[config.mk]
export PLATFORM = sky130hd
export DESIGN_NAME = tlb_assoc_param
export DESIGN_NICKNAME = d
export VERILOG_FILES = /design/src/rtl/tlb_pkg.sv /design/src/rtl/tlb_cam_param.sv /design/src/rtl/tlb_assoc_param.sv
export SDC_FILE = /design/constraint.sdc
export NUM_CORES = 1
export LEC_CHECK = 0
export ABC_CLOCK_PERIOD_IN_PS = 8500
export BUFFER_PORTS_ARGS = -buffer_cell sky130_fd_sc_hd__buf_2
export CAP_MARGIN = 20
export CORE_UTILIZATION = 55
export CTS_CLUSTER_DIAMETER = 40
export DETAILED_ROUTE_END_ITERATION = 16
export PLACE_DENSITY = 0.74
export REMOVE_ABC_BUFFERS = 1
export SYNTH_ARGS = -nofsm -noshare
export SYNTH_HDL_FRONTEND = slang
export SYNTH_SLANG_ARGS = --single-unit
[constraint.sdc]
create_clock -name clk -period 8.5 [get_ports clk]
set_clock_uncertainty 0.15 [all_clocks]
set_input_delay 1.275 -clock clk [delete_from_list [all_inputs] [get_ports clk]]
set_output_delay 1.275 -clock clk [all_outputs]
set_load 0.1 [all_outputs]
[src/rtl/tlb_pkg.sv]
// Shared types for the parametrised associative TLB.
// Holds the default geometry, the entry record and the flush state encoding.
package tlb_pkg;

    localparam int TLB_ENTRIES = 16;
    localparam int TLB_VPN_W   = 20;
    localparam int TLB_PTE_W   = 24;
    localparam int TLB_ASID_W  = 8;
    localparam int TLB_WIRED   = 2;

    typedef struct packed {
        logic                  valid;
        logic [TLB_VPN_W-1:0]  vpn;
        logic [TLB_ASID_W-1:0] asid;
        logic                  g;
        logic [TLB_PTE_W-1:0]  pte;
    } tlb_entry_t;

    typedef enum logic {
        IDLE,
        FLUSH
    } flush_state_e;

endpackage

[src/rtl/tlb_cam_param.sv]
// Tag CAM of the TLB: valid/vpn/asid/g per entry, match vector and a
// lowest-index priority encoder shared by lookup and probe.
// Ports: clk, clrn; wr_* write port; clr_* single-entry flush port;
//        vpn/asid lookup key; hit, hit_idx result.
module tlb_cam_param
    import tlb_pkg::*;
#(
    parameter int ENTRIES = TLB_ENTRIES,
    parameter int VPN_W   = TLB_VPN_W,
    parameter int ASID_W  = TLB_ASID_W,
    parameter int IDX_W   = $clog2(ENTRIES)
) (
    input  logic              clk,
    input  logic              clrn,
    input  logic              wr_en,
    input  logic [IDX_W-1:0]  wr_idx,
    input  logic [VPN_W-1:0]  wr_vpn,
    input  logic [ASID_W-1:0] wr_asid,
    input  logic              wr_g,
    input  logic              clr_en,
    input  logic [IDX_W-1:0]  clr_idx,
    input  logic              clr_asid_only,
    input  logic [ASID_W-1:0] clr_asid,
    input  logic [VPN_W-1:0]  vpn,
    input  logic [ASID_W-1:0] asid,
    output logic              hit,
    output logic [IDX_W-1:0]  hit_idx
);

    logic [ENTRIES-1:0] valid;
    logic [ENTRIES-1:0] g;
    logic [ENTRIES-1:0] match;
    logic [VPN_W-1:0]   tag      [ENTRIES];
    logic [ASID_W-1:0]  asid_tag [ENTRIES];
    logic               clr_hit;

    always_comb begin
        match = '0;
        for (int i = 0; i < ENTRIES; i++) begin
            match[i] = valid[i] & (tag[i] == vpn)
                     & (g[i] | (asid_tag[i] == asid));
        end
    end

    // Scan downwards so the lowest matching index is the last one kept.
    always_comb begin
        hit     = |match;
        hit_idx = '0;
        for (int i = ENTRIES - 1; i >= 0; i--) begin
            if (match[i]) hit_idx = IDX_W'(i);
        end
    end

    assign clr_hit = clr_en &
                     (!clr_asid_only |
                      (!g[clr_idx] & (asid_tag[clr_idx] == clr_asid)));

    always_ff @(posedge clk or negedge clrn) begin
        if (!clrn) begin
            valid <= '0;
        end else begin
            if (wr_en)   valid[wr_idx]  <= 1'b1;
            if (clr_hit) valid[clr_idx] <= 1'b0;
        end
    end

    // Tags only matter while valid, so they carry no reset.
    always_ff @(posedge clk) begin
        if (wr_en) begin
            tag[wr_idx]      <= wr_vpn;
            asid_tag[wr_idx] <= wr_asid;
            g[wr_idx]        <= wr_g;
        end
    end

endmodule

[src/rtl/tlb_assoc_param.sv]
// Parametrised fully associative TLB with ASID/global tagging, wired
// region, registered probe and a one-entry-per-cycle flush sequencer.
// Ports: clk, clrn; vpn/asid key; pte_in/g_in write data; tlbwi, tlbwr,
//        tlbp, flush(+flush_asid_only), index; pte_out, tlb_hit,
//        probe_idx, probe_miss, random, busy.
module tlb_assoc_param
    import tlb_pkg::*;
#(
    parameter int ENTRIES = TLB_ENTRIES,
    parameter int VPN_W   = TLB_VPN_W,
    parameter int PTE_W   = TLB_PTE_W,
    parameter int ASID_W  = TLB_ASID_W,
    parameter int WIRED   = TLB_WIRED,
    parameter int IDX_W   = $clog2(ENTRIES)
) (
    input  logic              clk,
    input  logic              clrn,
    input  logic [VPN_W-1:0]  vpn,
    input  logic [ASID_W-1:0] asid,
    input  logic [PTE_W-1:0]  pte_in,
    input  logic              g_in,
    input  logic              tlbwi,
    input  logic              tlbwr,
    input  logic              tlbp,
    input  logic              flush,
    input  logic              flush_asid_only,
    input  logic [IDX_W-1:0]  index,
    output logic [PTE_W-1:0]  pte_out,
    output logic              tlb_hit,
    output logic [IDX_W-1:0]  probe_idx,
    output logic              probe_miss,
    output logic [IDX_W-1:0]  random,
    output logic              busy
);

    localparam logic [IDX_W-1:0] LAST  = IDX_W'(ENTRIES - 1);
    localparam logic [IDX_W-1:0] FLOOR = IDX_W'(WIRED);

    flush_state_e      state;
    flush_state_e      state_nxt;
    logic [IDX_W-1:0]  cnt;
    logic              fl_asid_only;
    logic [ASID_W-1:0] fl_asid;

    logic              accept;
    logic              wr_en;
    logic [IDX_W-1:0]  wr_idx;
    logic              cam_hit;
    logic [IDX_W-1:0]  cam_idx;
    logic [PTE_W-1:0]  pte_mem [ENTRIES];

    assign busy   = (state == FLUSH);
    // A flush request pre-empts any other operation in the same cycle.
    assign accept = !busy & !flush;
    assign wr_en  = accept & (tlbwi | tlbwr);
    assign wr_idx = tlbwi ? index : random;

    tlb_cam_param #(
        .ENTRIES (ENTRIES),
        .VPN_W   (VPN_W),
        .ASID_W  (ASID_W),
        .IDX_W   (IDX_W)
    ) u_cam (
        .clk           (clk),
        .clrn          (clrn),
        .wr_en         (wr_en),
        .wr_idx        (wr_idx),
        .wr_vpn        (vpn),
        .wr_asid       (asid),
        .wr_g          (g_in),
        .clr_en        (busy),
        .clr_idx       (cnt),
        .clr_asid_only (fl_asid_only),
        .clr_asid      (fl_asid),
        .vpn           (vpn),
        .asid          (asid),
        .hit           (cam_hit),
        .hit_idx       (cam_idx)
    );

    assign tlb_hit = cam_hit & !busy & !(tlbwi | tlbwr);
    assign pte_out = tlb_hit ? pte_mem[cam_idx] : '0;

    always_ff @(posedge clk) begin
        if (wr_en) pte_mem[wr_idx] <= pte_in;
    end

    always_ff @(posedge clk or negedge clrn) begin
        if (!clrn) begin
            random <= LAST;
        end else if (random == FLOOR) begin
            random <= LAST;
        end else begin
            random <= random - 1'b1;
        end
    end

    // Probe misses leave the previous index in place.
    always_ff @(posedge clk or negedge clrn) begin
        if (!clrn) begin
            probe_idx  <= '0;
            probe_miss <= 1'b1;
        end else if (accept && tlbp) begin
            probe_miss <= !cam_hit;
            if (cam_hit) probe_idx <= cam_idx;
        end
    end

    always_ff @(posedge clk or negedge clrn) begin
        if (!clrn) begin
            state <= IDLE;
        end else begin
            state <= state_nxt;
        end
    end

    always_comb begin
        state_nxt = state;
        unique case (state)
            IDLE:  if (flush) state_nxt = FLUSH;
            FLUSH: if (cnt == LAST) state_nxt = IDLE;
            default: state_nxt = IDLE;
        endcase
    end

    always_ff @(posedge clk or negedge clrn) begin
        if (!clrn) begin
            cnt          <= '0;
            fl_asid_only <= 1'b0;
            fl_asid      <= '0;
        end else if (!busy && flush) begin
            cnt          <= '0;
            fl_asid_only <= flush_asid_only;
            fl_asid      <= asid;
        end else if (busy) begin
            cnt <= cnt + 1'b1;
        end
    end

endmodule

==> results.ini <==
[outcome]
outcome = completed

[critical_path]
critical_path.max_stage_delay_ns = 0.64
worst_ep_required_time_ns = 7.07
cpMostUsedCell = sky130_fd_sc_hd__buf_4
slowest_stage = sky130_fd_sc_hd__or4_1
worst_path_arrival_time_ns = 6.16
path_delay_family = buffers and inverters
critPathBufInv = 5
crit_path_cell_trace = buf_2 > buf_4 > xor2_1 > nor4_1 > a21oi_1 > or4_1 > and3_1 > a2111o_1 > o32ai_4 > buf_4 > buf_4 > mux2i_1 > mux2i_1 > a22oi_1 > o2111ai_1 > buf_2
start_kind = input pin
worst-setup-path-type = in2out
timing.critical_path.fanout_max = 36
worst_setup_path_end_kind = output port

[clocking]
hold_buffers = 0
cts-resized-gates = 0
cts-root-to-sink-buffers = 3
clock_latency_on_the_worst_skew_pair_ns = 0.67
count_of_buffers_added_by_post_cts_timing_repair_for_setup = 0
htree_num_levels = 3
root_buffer = sky130_fd_sc_hd__clkbuf_16
clk_pin_slew_worst_paths_ns = 0.06
cts_tree = built
cts_made_buffers = 117
cts.sink_count = 887

[floorplan]
core_area_um2 = 68700
fp.dieW_um = 266
die_area_um2 = 70500
design.portCount = 99
fp-row-count = 96
initial_utilization_pct = 55.6
die_height_um = 266

[routing]
wl_per_cell_um = 27.2
routed-via-count = 21900
drt.antenna.violating_nets = 0
drc = 0
route.detailed.vias_per_inst = 6.19
wl_um = 96000
drt_first_pass_iters = 5
first_iter_violations = 2510

[yosys]
synth-seq-cells = 887
synth_top_area_cell = sky130_fd_sc_hd__edfxtp_1
netlist_instances = 2318
synthFlopType = sky130_fd_sc_hd__edfxtp_1
synth_edf_count = 848
syn_area_per_cell_um2 = 16.5
async_reset_ff_share_pct = 4.40
synth.top_cells.by_area = sky130_fd_sc_hd__edfxtp_1, sky130_fd_sc_hd__xor2_1, sky130_fd_sc_hd__mux2i_1
netlist.area_leader.share_pct = 66.6
synth-seq-area-share_pct = 69.2
ys_types = 54
cell_area_synth_um2 = 38200
synth_warnings = 0

[timing]
worst_slew_pin_slew_ns = 1.12
fin_crit_sh_pct = 89.2
finalSetupTns_ns = 0
final-hold-violation-count = 0
achievable-frequency_mhz = 132
slew_headroom_pct = 25.1
final_critical_path_setup_slack_ns = 0.915
rsz0062_at_grt = no
final-max-slew-violation-count = 0
period_needed_ns = 7.59
final-setup-viol-count = 0

[power]
leakage_nw = 14.2
fin_total_pwr_mw = 10.9
ir_worst_vdd_uv = 230
power_density_nw_per_um2 = 248

[global_route]
grt_pass1_wl_um = 141000
first_global_vias = 21900
grt_max_degree = 69
grt_remaining_overflow = 0
grt_antenna_before_repair = 1
global_route.usage.total_pct = 27.3

[placed_design]
placed_area_um2 = 40000
gp_routability_congestion = 0.929
hpwlAfterDp_um = 55200
io_buffers = 98
post-place-ws_ns = 1.00

[cells_and_area]
flow.area_growth_from_synthesis_pct = 15.3
fraction_of_the_core_area_covered_by_cells_at_the_end_of_the_flow_pct = 64.1
nNetsFinal = 2569
final_cell_area_um2 = 44000
drive_above_1_share_pct = 18.3
fillCellCount = 4765

[flow_run]
cap_viol_max_count = 0

[min_path]
worst_hold_path_type = reg2reg

tightest hold or removal path: stages, from the launching register on:
cell and delay, ns:
sky130_fd_sc_hd__dfstp_2 0.37, sky130_fd_sc_hd__nand2_1 0.04, sky130_fd_sc_hd__o21ai_0 0.07
layer usage:
layer / vias to the layer above / part of all wire (%) / track usage [%]
met5: - / 0 / 0
met2: 1179 / 46 / 42.1
met4: 0 / 4.1 / 11.6
li1: 9393 / - / -
met1: 11100 / 41 / 38.4
met3: 242 / 9.0 / 4.92
registers in the layout, summed over array words and instances (netlist names), 8 cells and up:
register and count:
u_cam.valid 16, u_cam.tag 320, pte_mem 384, fl_asid 8
u_cam.asid_tag 128, u_cam.g 16
kinds of logic after synthesis:
logic type / synth area share, %
adders and majority gates: 0.196
and+or+nand+nor: 5.99
xor gates and xnor gates: 10.5
buffers and inverters: 1.83
DFF: 69.2
muxes: 9.37
AOI/OAI and AO/OA: 2.91
synthesized netlist by cell type, types with 6 or more instances:
master,count
sky130_fd_sc_hd__buf_6,20
sky130_fd_sc_hd__edfxtp_1,848
sky130_fd_sc_hd__or4_1,16
sky130_fd_sc_hd__buf_4,6
sky130_fd_sc_hd__o2111ai_1,20
sky130_fd_sc_hd__a22oi_1,25
sky130_fd_sc_hd__buf_2,51
sky130_fd_sc_hd__o21ai_0,9
sky130_fd_sc_hd__mux2i_1,216
sky130_fd_sc_hd__nor2_1,34
sky130_fd_sc_hd__ha_1,6
sky130_fd_sc_hd__mux4_2,45
sky130_fd_sc_hd__nand2b_1,8
sky130_fd_sc_hd__inv_1,8
sky130_fd_sc_hd__mux2_2,36
sky130_fd_sc_hd__clkbuf_1,32
sky130_fd_sc_hd__nor4_1,126
sky130_fd_sc_hd__o22a_1,35
sky130_fd_sc_hd__nand4b_1,7
sky130_fd_sc_hd__xnor2_1,89
sky130_fd_sc_hd__nand3_1,13
sky130_fd_sc_hd__xor2_1,369
sky130_fd_sc_hd__nor3_1,32
sky130_fd_sc_hd__nand2_1,84
sky130_fd_sc_hd__nand4_1,48
sky130_fd_sc_hd__a21oi_1,26
sky130_fd_sc_hd__dfrtp_1,34
sky130_fd_sc_hd__nor4b_1,17
cell type report:
class / instances / area (um^2) / area share [%]
Sequential cell: 887 / 26400 / 60.0
Multi-Input combinational cell: 1311 / 11200 / 25.5
Clock buffer: 141 / 3090 / 7.01
Timing Repair Buffer: 174 / 1170 / 2.66
Tap cell: 931 / 1160 / 2.64
Clock inverter: 80 / 926 / 2.10
Inverter: 8 / 30.0 / 0.0682
Antenna cell: 1 / 2.50 / 0.00568
path summary, 6_finish.rpt:
path,startpoint,endpoint,slack [ns],depth (start not counted)
worst max-delay path,asid[2],pte_out[4],0.91,16
worst min-delay path,probe_miss,probe_miss,0.34,2
worst max register to register,cnt[1],u_cam.valid[2],3.95,9
worst min register to register,probe_miss,probe_miss,0.34,2
max in group asynchronous,clrn,cnt[1],7.18,2
min in group asynchronous,clrn,fl_asid[5],0.54,2
power by group:
| part | leakage [nW] | internal (mW) | switching, mW |
|---|---|---|---|
| Combinational | 4.17 | 0.432 | 0.617 |
| Clock | 1.92 | 3.02 | 1.93 |
| Sequential | 8.11 | 4.87 | 0.0648 |
cells in the final DEF (no fill, tap or decap), types with 11 or more instances in the layout:
cell type                    synthesis  final
sky130_fd_sc_hd__dfrtp_1            34     33
sky130_fd_sc_hd__nor4b_1            17     17
sky130_fd_sc_hd__buf_2              51     98
sky130_fd_sc_hd__clkbuf_16           0    118
sky130_fd_sc_hd__mux2_2             36     36
sky130_fd_sc_hd__nand3_1            13     13
sky130_fd_sc_hd__a22oi_1            25     25
sky130_fd_sc_hd__a21oi_1            26     26
sky130_fd_sc_hd__xor2_1            369    369
sky130_fd_sc_hd__clkinvlp_4          0     14
sky130_fd_sc_hd__bufinv_16           0     13
sky130_fd_sc_hd__buf_4               6     67
sky130_fd_sc_hd__nand2_1            84     84
sky130_fd_sc_hd__or4_1              16     16
sky130_fd_sc_hd__mux2i_1           216    216
sky130_fd_sc_hd__nor4_1            126    126
sky130_fd_sc_hd__o22a_1             35     35
sky130_fd_sc_hd__mux4_2             45     45
sky130_fd_sc_hd__edfxtp_1          848    848
sky130_fd_sc_hd__nor2_1             34     18
sky130_fd_sc_hd__nand4_1            48     48
sky130_fd_sc_hd__nor2_4              0     16
sky130_fd_sc_hd__inv_6               0     14
sky130_fd_sc_hd__xnor2_1            89     89
sky130_fd_sc_hd__clkinv_2            0     11
sky130_fd_sc_hd__nor3_1             32     32
sky130_fd_sc_hd__o2111ai_1          20     20
sky130_fd_sc_hd__clkbuf_1           32     18
stage by stage:
step / instances / hold slack, ns
5_1_grt: 3532 / 0.361
4_1_cts: 3531 / 0.342
3_5_place_dp: 3310 / 0.333
2_1_floorplan: 2206 / 0.329
3_3_place_gp: 3309 / 0.312
6_report: 3533 / 0.342
Power figures use the tool's default switching activity.
